### src/rtl/l1_dcache.sv
// Direct-mapped, write-back, write-allocate L1 data cache between the core MEM stage
// and L2; 32-bit word accesses from the core, 128-bit block transfers to/from L2.
module l1_dcache #(
    parameter int BLOCKS = 8,
    parameter int TAGLEN = 25,
    parameter int CNTW   = 16
) (
    input  logic            clk,
    input  logic            reset,
    input  logic            proc_read,
    input  logic            proc_write,
    input  logic [29:0]     proc_addr,
    input  logic [31:0]     proc_wdata,
    output logic [31:0]     proc_rdata,
    output logic            proc_stall,
    output logic            l2_read,
    output logic            l2_write,
    output logic [29:0]     l2_addr,
    output logic [127:0]    l2_wdata,
    input  logic [127:0]    l2_rdata,
    input  logic            l2_ready,
    output logic [CNTW-1:0] hit_cnt,
    output logic [CNTW-1:0] miss_cnt
);
    localparam int IDXW = $clog2(BLOCKS);

    typedef enum logic [1:0] {COMPARE, WRITEBACK, ALLOCATE} state_t;

    state_t              r_state;
    logic [127:0]        r_data [BLOCKS];
    logic [TAGLEN-1:0]   r_tag  [BLOCKS];
    logic [BLOCKS-1:0]   r_valid;
    logic [BLOCKS-1:0]   r_dirty;
    logic                r_l2_read;
    logic                r_l2_write;
    logic [29:0]         r_l2_addr;
    logic [127:0]        r_l2_wdata;
    logic [CNTW-1:0]     r_hit_cnt;
    logic [CNTW-1:0]     r_miss_cnt;
    logic                r_refill;

    logic [IDXW-1:0]     w_idx;
    logic [TAGLEN-1:0]   w_tag;
    logic [1:0]          w_word;
    logic                w_req;
    logic                w_hit;
    logic                w_store;
    logic [127:0]        w_line;
    logic [29:0]         w_fill_addr;

    function automatic logic [CNTW-1:0] sat_inc(input logic [CNTW-1:0] c);
        return (&c) ? c : c + 1'b1;
    endfunction

    function automatic logic [127:0] merge_word(input logic [127:0] line,
                                                input logic [1:0]   w,
                                                input logic [31:0]  d);
        logic [127:0] r;
        r = line;
        r[{w, 5'b0} +: 32] = d;
        return r;
    endfunction

    assign w_idx       = proc_addr[IDXW+1:2];
    assign w_tag       = proc_addr[29:IDXW+2];
    assign w_word      = proc_addr[1:0];
    assign w_req       = proc_read | proc_write;
    assign w_hit       = r_valid[w_idx] && (r_tag[w_idx] == w_tag);
    assign w_store     = proc_write & ~proc_read;
    assign w_line      = r_data[w_idx];
    assign w_fill_addr = {proc_addr[29:2], 2'b00};

    // Stall is forced low while reset is held so a pending request cannot look stuck.
    assign proc_stall = reset & ((r_state != COMPARE) | (w_req & ~w_hit));
    assign proc_rdata = w_line[{w_word, 5'b0} +: 32];

    // Requests drop in the l2_ready cycle so L2 never sees a stale request.
    assign l2_read  = r_l2_read  & ~l2_ready;
    assign l2_write = r_l2_write & ~l2_ready;
    assign l2_addr  = r_l2_addr;
    assign l2_wdata = r_l2_wdata;
    assign hit_cnt  = r_hit_cnt;
    assign miss_cnt = r_miss_cnt;

    always_ff @(posedge clk or negedge reset) begin
        if (!reset) begin
            r_state    <= COMPARE;
            r_valid    <= '0;
            r_dirty    <= '0;
            r_l2_read  <= 1'b0;
            r_l2_write <= 1'b0;
            r_l2_addr  <= '0;
            r_l2_wdata <= '0;
            r_hit_cnt  <= '0;
            r_miss_cnt <= '0;
            r_refill   <= 1'b0;
            for (int i = 0; i < BLOCKS; i++) begin
                r_data[i] <= '0;
                r_tag[i]  <= '0;
            end
        end else begin
            case (r_state)
                COMPARE: begin
                    r_refill <= 1'b0;
                    if (w_req) begin
                        if (w_hit) begin
                            // The hit that completes a refill was already counted as a miss.
                            if (!r_refill) r_hit_cnt <= sat_inc(r_hit_cnt);
                            if (w_store) begin
                                r_data[w_idx]  <= merge_word(w_line, w_word, proc_wdata);
                                r_dirty[w_idx] <= 1'b1;
                            end
                        end else begin
                            r_miss_cnt <= sat_inc(r_miss_cnt);
                            if (r_valid[w_idx] && r_dirty[w_idx]) begin
                                r_l2_write <= 1'b1;
                                r_l2_wdata <= w_line;
                                r_l2_addr  <= {r_tag[w_idx], w_idx, 2'b00};
                                r_state    <= WRITEBACK;
                            end else begin
                                r_l2_read <= 1'b1;
                                r_l2_addr <= w_fill_addr;
                                r_state   <= ALLOCATE;
                            end
                        end
                    end
                end
                WRITEBACK: begin
                    if (l2_ready) begin
                        r_l2_write <= 1'b0;
                        r_l2_read  <= 1'b1;
                        r_l2_addr  <= w_fill_addr;
                        r_state    <= ALLOCATE;
                    end
                end
                ALLOCATE: begin
                    if (l2_ready) begin
                        r_data[w_idx]  <= l2_rdata;
                        r_tag[w_idx]   <= w_tag;
                        r_valid[w_idx] <= 1'b1;
                        r_dirty[w_idx] <= 1'b0;
                        r_l2_read      <= 1'b0;
                        r_refill       <= 1'b1;
                        r_state        <= COMPARE;
                    end
                end
                default: r_state <= COMPARE;
            endcase
        end
    end
endmodule
### config.mk
export PLATFORM = sky130hd
export DESIGN_NAME = l1_dcache
export DESIGN_NICKNAME = d
export VERILOG_FILES = /design/src/rtl/l1_dcache.sv
export SDC_FILE = /design/constraint.sdc
export NUM_CORES = 2
export LEC_CHECK = 0
export BUFFER_PORTS_ARGS = -buffer_cell sky130_fd_sc_hd__buf_2
export CAP_MARGIN = 20
export CORE_MARGIN = 1.5
export CORE_UTILIZATION = 44
export DETAILED_ROUTE_END_ITERATION = 6
export SETUP_SLACK_MARGIN = 0.3
export SLEW_MARGIN = 20
export SYNTH_ARGS = -nofsm -noshare
export SYNTH_HDL_FRONTEND = slang
export SYNTH_SLANG_ARGS = --single-unit
### constraint.sdc
create_clock -name clk -period 5.3 [get_ports clk]
set_input_delay 0.795 -clock clk [delete_from_list [all_inputs] [get_ports clk]]
set_output_delay 0.795 -clock clk [all_outputs]
set_load 0.02 [all_outputs]
Yosys cells after proc, flatten, opt, wreduce, memory -nomap -nowiden:

Index checks and enable logic that the tools add are counted.

* output and inout bits: 225
* register bits: 1435
* input port bits: 195
* logic and storage cells: 138

* $add $sub $neg: 3
* bitwise operators: 18
* shift operators: 3
* equality and inequality tests: 11
* reduce and logical (&&, ||, !) cells: 21
* multiplexer cells: 52
* magnitude comparators: 4

Operators with widths (number)
* 2-to-1 mux 1024 bit: 4
* bitwise mux 1024 bit: 2
* case mux 1024 bit (2 select lines): 1
* binary-select mux 128 bit (select 3 bit): 1
* demux 128 bit (select 3 bit): 1
* 2-to-1 mux 128 bit: 3
* bitwise mux 200 bit: 1
* bitwise mux 128 bit: 1
* variable shift 32 x 9 -> 128 bit, first input constant: 1
* indexed part select 128 x 8 -> 32 bit: 1
* indexed part select 32 x 9 -> 128 bit: 1
* 2-to-1 mux 30 bit: 4
* binary-select mux 25 bit (select 3 bit): 1
* demux 25 bit (select 3 bit): 1
* 2-to-1 mux 25 bit: 3
* case mux 30 bit (2 select lines): 1
* adder 16 x 1 -> 16 bit, second input constant: 2
* 2-to-1 mux 8 bit: 4
* AND reduction 16 bit: 2
* equality test 25 bit: 1
* inequality test 2 bit, second input constant: 8
* OR 8 bit: 2
* case mux 8 bit (2 select lines): 1
* AND reduction 4 bit: 4
* 27 further kinds: 61

Logic depth before layout (Yosys ltp):

* word-level depth: 10
* depth in mapped cells: 15
* depth with buffers taken out: 9

Worst setup path after synthesis:

No wires, ideal clock.

* kind: input to output
* start point: input port proc_addr[2]
* end point: output port proc_stall
* arrival: 3545 ps
* stages on the path: 10
* slack: 960 ps
* buffers on the path: 2
* data required time: 4505 ps
* path through: buf_6 > mux4_1 > mux2i_1 > xnor2_1 > nand2_1 > or4_4 > or4_4 > o21ai_4 > buf_4 > a21boi_0

* word-level cells in the longest chain between the ends: 10
* elaborated cells on any way between the ends: 12
* classes of those cells: eq/ne (1); mux (5); bitwise (5); reduce/logical (1)

Ends and longest elaborated chain
* from (decl): RTL line 12 `input logic [29:0] proc_addr,`
* NOT 3 -> 4 bit (implied by the code): RTL line 68 `assign w_hit = r_valid[w_idx] && (r_tag[w_idx] == w_tag);`
* binary-select mux 25 bit (select 3 bit): RTL line 68
* 2-to-1 mux 25 bit (implied by the code) (2 in a row): RTL line 68
* equality test 25 bit: RTL line 68
* logical AND 1 bit *: RTL line 68
* NOT 1 bit (no line) *
* bitwise AND 1 bit *: RTL line 74 `assign proc_stall = reset & ((r_state != COMPARE) | (w_req & ~w_hit));`
* OR 1 bit *: RTL line 74
* bitwise AND 1 bit *: RTL line 74
* to (decl): RTL line 15 `output logic proc_stall,`

Mark *: on every way between the ends. The rest lies on a longest branch, timed or not. The select of a mux whose other input is x is not followed.

Worst setup path after layout:

* start point: input port proc_addr[2]
* end point: output port proc_rdata[9]

* word-level cells in the longest chain between the ends: 5

Ends and longest elaborated chain
* NOT 3 -> 4 bit (implied by the code): RTL line 70 `assign w_line = r_data[w_idx];`
* binary-select mux 128 bit (select 3 bit): RTL line 70
* 2-to-1 mux 128 bit (implied by the code) (2 in a row): RTL line 70
* indexed part select 128 x 8 -> 32 bit: RTL line 75 `assign proc_rdata = w_line[{w_word, 5'b0} +: 32];`
* to (decl): RTL line 14 `output logic [31:0] proc_rdata,`

Every way passes these cells. The select of a mux whose other input is x is not followed.

==> impl_metrics.json <==
{
  "status": "finished clean",
  "die_h_um": 393,
  "dp_cells": 7231,
  "path_cells": "buf_8 > buf_12 > buf_12 > nor2_4 > buf_4 > a221oi_1 > o21ai_0 > mux4_2 > buf_2",
  "synth.area.top_cells": "dfrtp_1, mux2_2, a22oi_1",
  "cp_top_family": "buffers and inverters",
  "start_util_pct": 44.4,
  "cts.sinks": 1433,
  "critPathKind": "input pin to output pin",
  "tightest_slew_ps": 1230,
  "relSlewSlack_pct": 18.0,
  "finalNonFillerCells": 7527,
  "grtUsageTotal_pct": 30.2,
  "grt_overflow": 0,
  "place_area_um2": 72300,
  "async_reset_ff_share_pct": 100,
  "crit_required_ps": 4510,
  "io_pins": 420,
  "cp_common_cell": "buf_12",
  "cts-resized-gates": 0,
  "synth_top_area_share_pct": 53.7,
  "yosys_warnings": 0,
  "seq_area_frac_synth_pct": 53.7,
  "drt-initial-drc-count": 4416,
  "finalHoldViolCount": 0,
  "skew_ps": 43.6,
  "fp.dieArea_um2": 154000,
  "drive_gt1_share_pct": 41.8,
  "grt_max_degree": 187,
  "wl_per_cell_um": 31.0,
  "portBuffers": 417,
  "synth_edf_count": 0,
  "leakage_nw": 34.8,
  "grt_pass1_wl_um": 339000,
  "start_kind": "input pin",
  "fin_area_um2": 77800,
  "dieWidth_um": 393,
  "synth_area_per_cell_um2": 13.5,
  "syn-instance-count": 4930,
  "rows": 142,
  "yosysTopAreaCell": "dfrtp_1",
  "place_hpwl_um": 155000,
  "vias": 46500,
  "drv_cap": 0,
  "hold_class": "input pin to flip-flop",
  "grt_pass1_vias": 46600,
  "top_layer_used": "met5",
  "first_pass_iters": 6,
  "drc": 0,
  "p_total_mw": 47.6,
  "power_density_nw_per_um2": 612,
  "post-route-period-util_pct": 92.4,
  "worst_slack_ps": 402,
  "ir_drop_mv": 0.405,
  "finalMaxSlewViolations": 0,
  "m1WireLength_um": 98300,
  "setup_viol": 0,
  "clockRootBuffer": "clkbuf_16",
  "dp_slack_ps": 243,
  "path_clk_slew_ps": 60,
  "cts.path.max_buffers": 3,
  "cp_max_fo": 42,
  "viasPerCell": 6.18,
  "crit_buf_inv": 5,
  "wirelength_um": 234000,
  "fmax_mhz": 204,
  "end_kind": "output pin",
  "h-tree-depth": 4,
  "place.gp.congestion": 0.860,
  "cp_slowest_cell": "o21ai_0",
  "met2_length_um": 104000,
  "routed-wl-met3_um": 20400,
  "ys_seq_elements": 1433,
  "layout_min_cycle_time_ps": 4900,
  "ys.flop_type": "dfrtp_1",
  "final_net_count": 5584,
  "ant_nets": 0,
  "post-cts-setup-buffers": 0,
  "synth_cell_types": 75,
  "antenna_found_initial": 22,
  "area_growth_pct": 16.4,
  "fin_setup_tns_ps": 0,
  "rsz0062_at_grt": "no",
  "numCtsBuffers": 159,
  "insertion_delay_ps": 800,
  "core_area_um2": 150000,
  "syn_area_um2": 66800,
  "worstPathArrival_ps": 4100,
  "cpPeakStageDelay_ps": 710,
  "tritoncts": "yes"
}
[routing by layer]
metal | global-route usage (%) | vias to the layer above
met4 | 12.9 | 24
li1 | - | 19300
met3 | 7.15 | 407
met1 | 41.5 | 24800
met5 | 0 | -
met2 | 45.6 | 2022
[layout make-up]
| class | count | area, um^2 |
|---|---|---|
| repair buffers | 684 | 5120 |
| multi-input cells | 2914 | 28100 |
| well taps | 2016 | 2520 |
| clock buffers | 240 | 4790 |
| diodes | 10 | 25.0 |
| flip-flops and latches | 1433 | 35900 |
| inverters | 187 | 702 |
| clock inverters | 43 | 641 |
| fillers | 13000 | 72500 |
[power by group]
| group | leakage, nW | switching (mW) | total, mW | internal, mW |
|---|---|---|---|---|
| Clock | 2.66 | 4.68 | 11.5 | 6.83 |
| Combinational | 14.2 | 9.16 | 16.9 | 7.71 |
| Sequential | 17.9 | 2.92 | 19.2 | 16.3 |
[cells by family (layout without fill, tap and decap cells)]
family | count (synthesis) | in the layout | share of synthesized area [%]
buffers and inverters | 585 | 1154 | 4.49
multiplexers | 1576 | 1576 | 28.2
other | 1 | 12 | 0.00562
AO/OA/AOI/OAI | 903 | 903 | 9.86
AND/OR/NAND/NOR | 375 | 376 | 2.96
flip-flops | 1433 | 1433 | 53.7
XOR/XNOR | 47 | 47 | 0.628
adder cells (fa/ha/maj) | 10 | 10 | 0.187
[synthesized netlist by cell type, types with 12 or more instances]
master / count
dfrtp_1: 1433
mux2_2: 1141
a22oi_1: 286
a221oi_1: 216
clkbuf_1: 200
a21oi_1: 198
inv_1: 185
mux2_1: 171
buf_4: 107
mux2_4: 100
mux2i_1: 94
nor2_1: 94
mux4_2: 65
nand3_1: 62
nand2_1: 56
nand4_1: 56
o21ai_0: 50
a22o_1: 47
buf_2: 41
xnor2_1: 28
a31oi_1: 22
buf_6: 19
buf_1: 18
xor2_1: 18
and3_1: 15
nor3_1: 14
a221o_1: 13
nand2b_1: 13
o22ai_1: 13
buf_12: 12
[sequential cells by signal, indices dropped and copies added, names as in the netlist, 2 cells and up, named ones only]
| name | count |
|---|---|
| l2_wdata | 128 |
| l2_addr | 28 |
| hit_cnt | 16 |
| r_tag | 200 |
| miss_cnt | 16 |
| r_data | 1024 |
| r_state | 2 |
| r_valid | 8 |
[cells in the final DEF (no fill, tap or decap), drive strengths merged, types with 15 or more instances in the layout]
master  instances
nor3           15
buf           683
xor2           19
a221oi        217
clkbuf        240
o21ai          52
nor2          104
a31oi          22
nand4          56
a22o           47
a22oi         286
clkinv         22
nand2          56
and3           15
inv           193
nand3          62
dfrtp        1433
mux2i          94
mux4           70
mux2         1412
xnor2          28
a21oi         198
[path summary, 6_finish.rpt]
kind                                            to              startpoint  slack, ps  cells past startpoint
hold reg to reg             r_valid[4]$_DFFE_PN0P_  r_valid[4]$_DFFE_PN0P_        460                      1
setup / recovery                     proc_rdata[9]            proc_addr[2]        400                      9
setup reg to reg           l2_addr[28]$_DFFE_PN0P_  r_tag[153]$_DFFE_PN0P_       1480                     10
hold / removal               r_tag[82]$_DFFE_PN0P_           proc_addr[12]        360                      2
max in group asynchronous  r_data[497]$_DFFE_PN0P_                   reset       2870                      5
min in group asynchronous  r_data[647]$_DFFE_PN0P_                   reset        560                      2
[worst register-to-register path: cells and delay by family (launching register included)]
family | cells | cell delay (ps)
AOI/OAI and AO/OA | 2 | 500
muxes | 2 | 740
buffers and inverters | 1 | 400
and+or+nand+nor | 4 | 1480
xor gates and xnor gates | 1 | 220
DFF | 1 | 370
[stage by stage]
stage | util (%) | hold WS, ps
floorplan | - | 434
global placement | 48.1 | 448
detailed placement | 48.1 | 449
CTS | 51.7 | 315
global route | 51.7 | 357
finish | 51.7 | 362
[timing repair]
action,CTS,global route
endpoints found under the hold margin,33,0
hold buffers,1,0
endpoints found under the setup margin,1,0
Note: power is estimated with default switching activity, not from simulation.
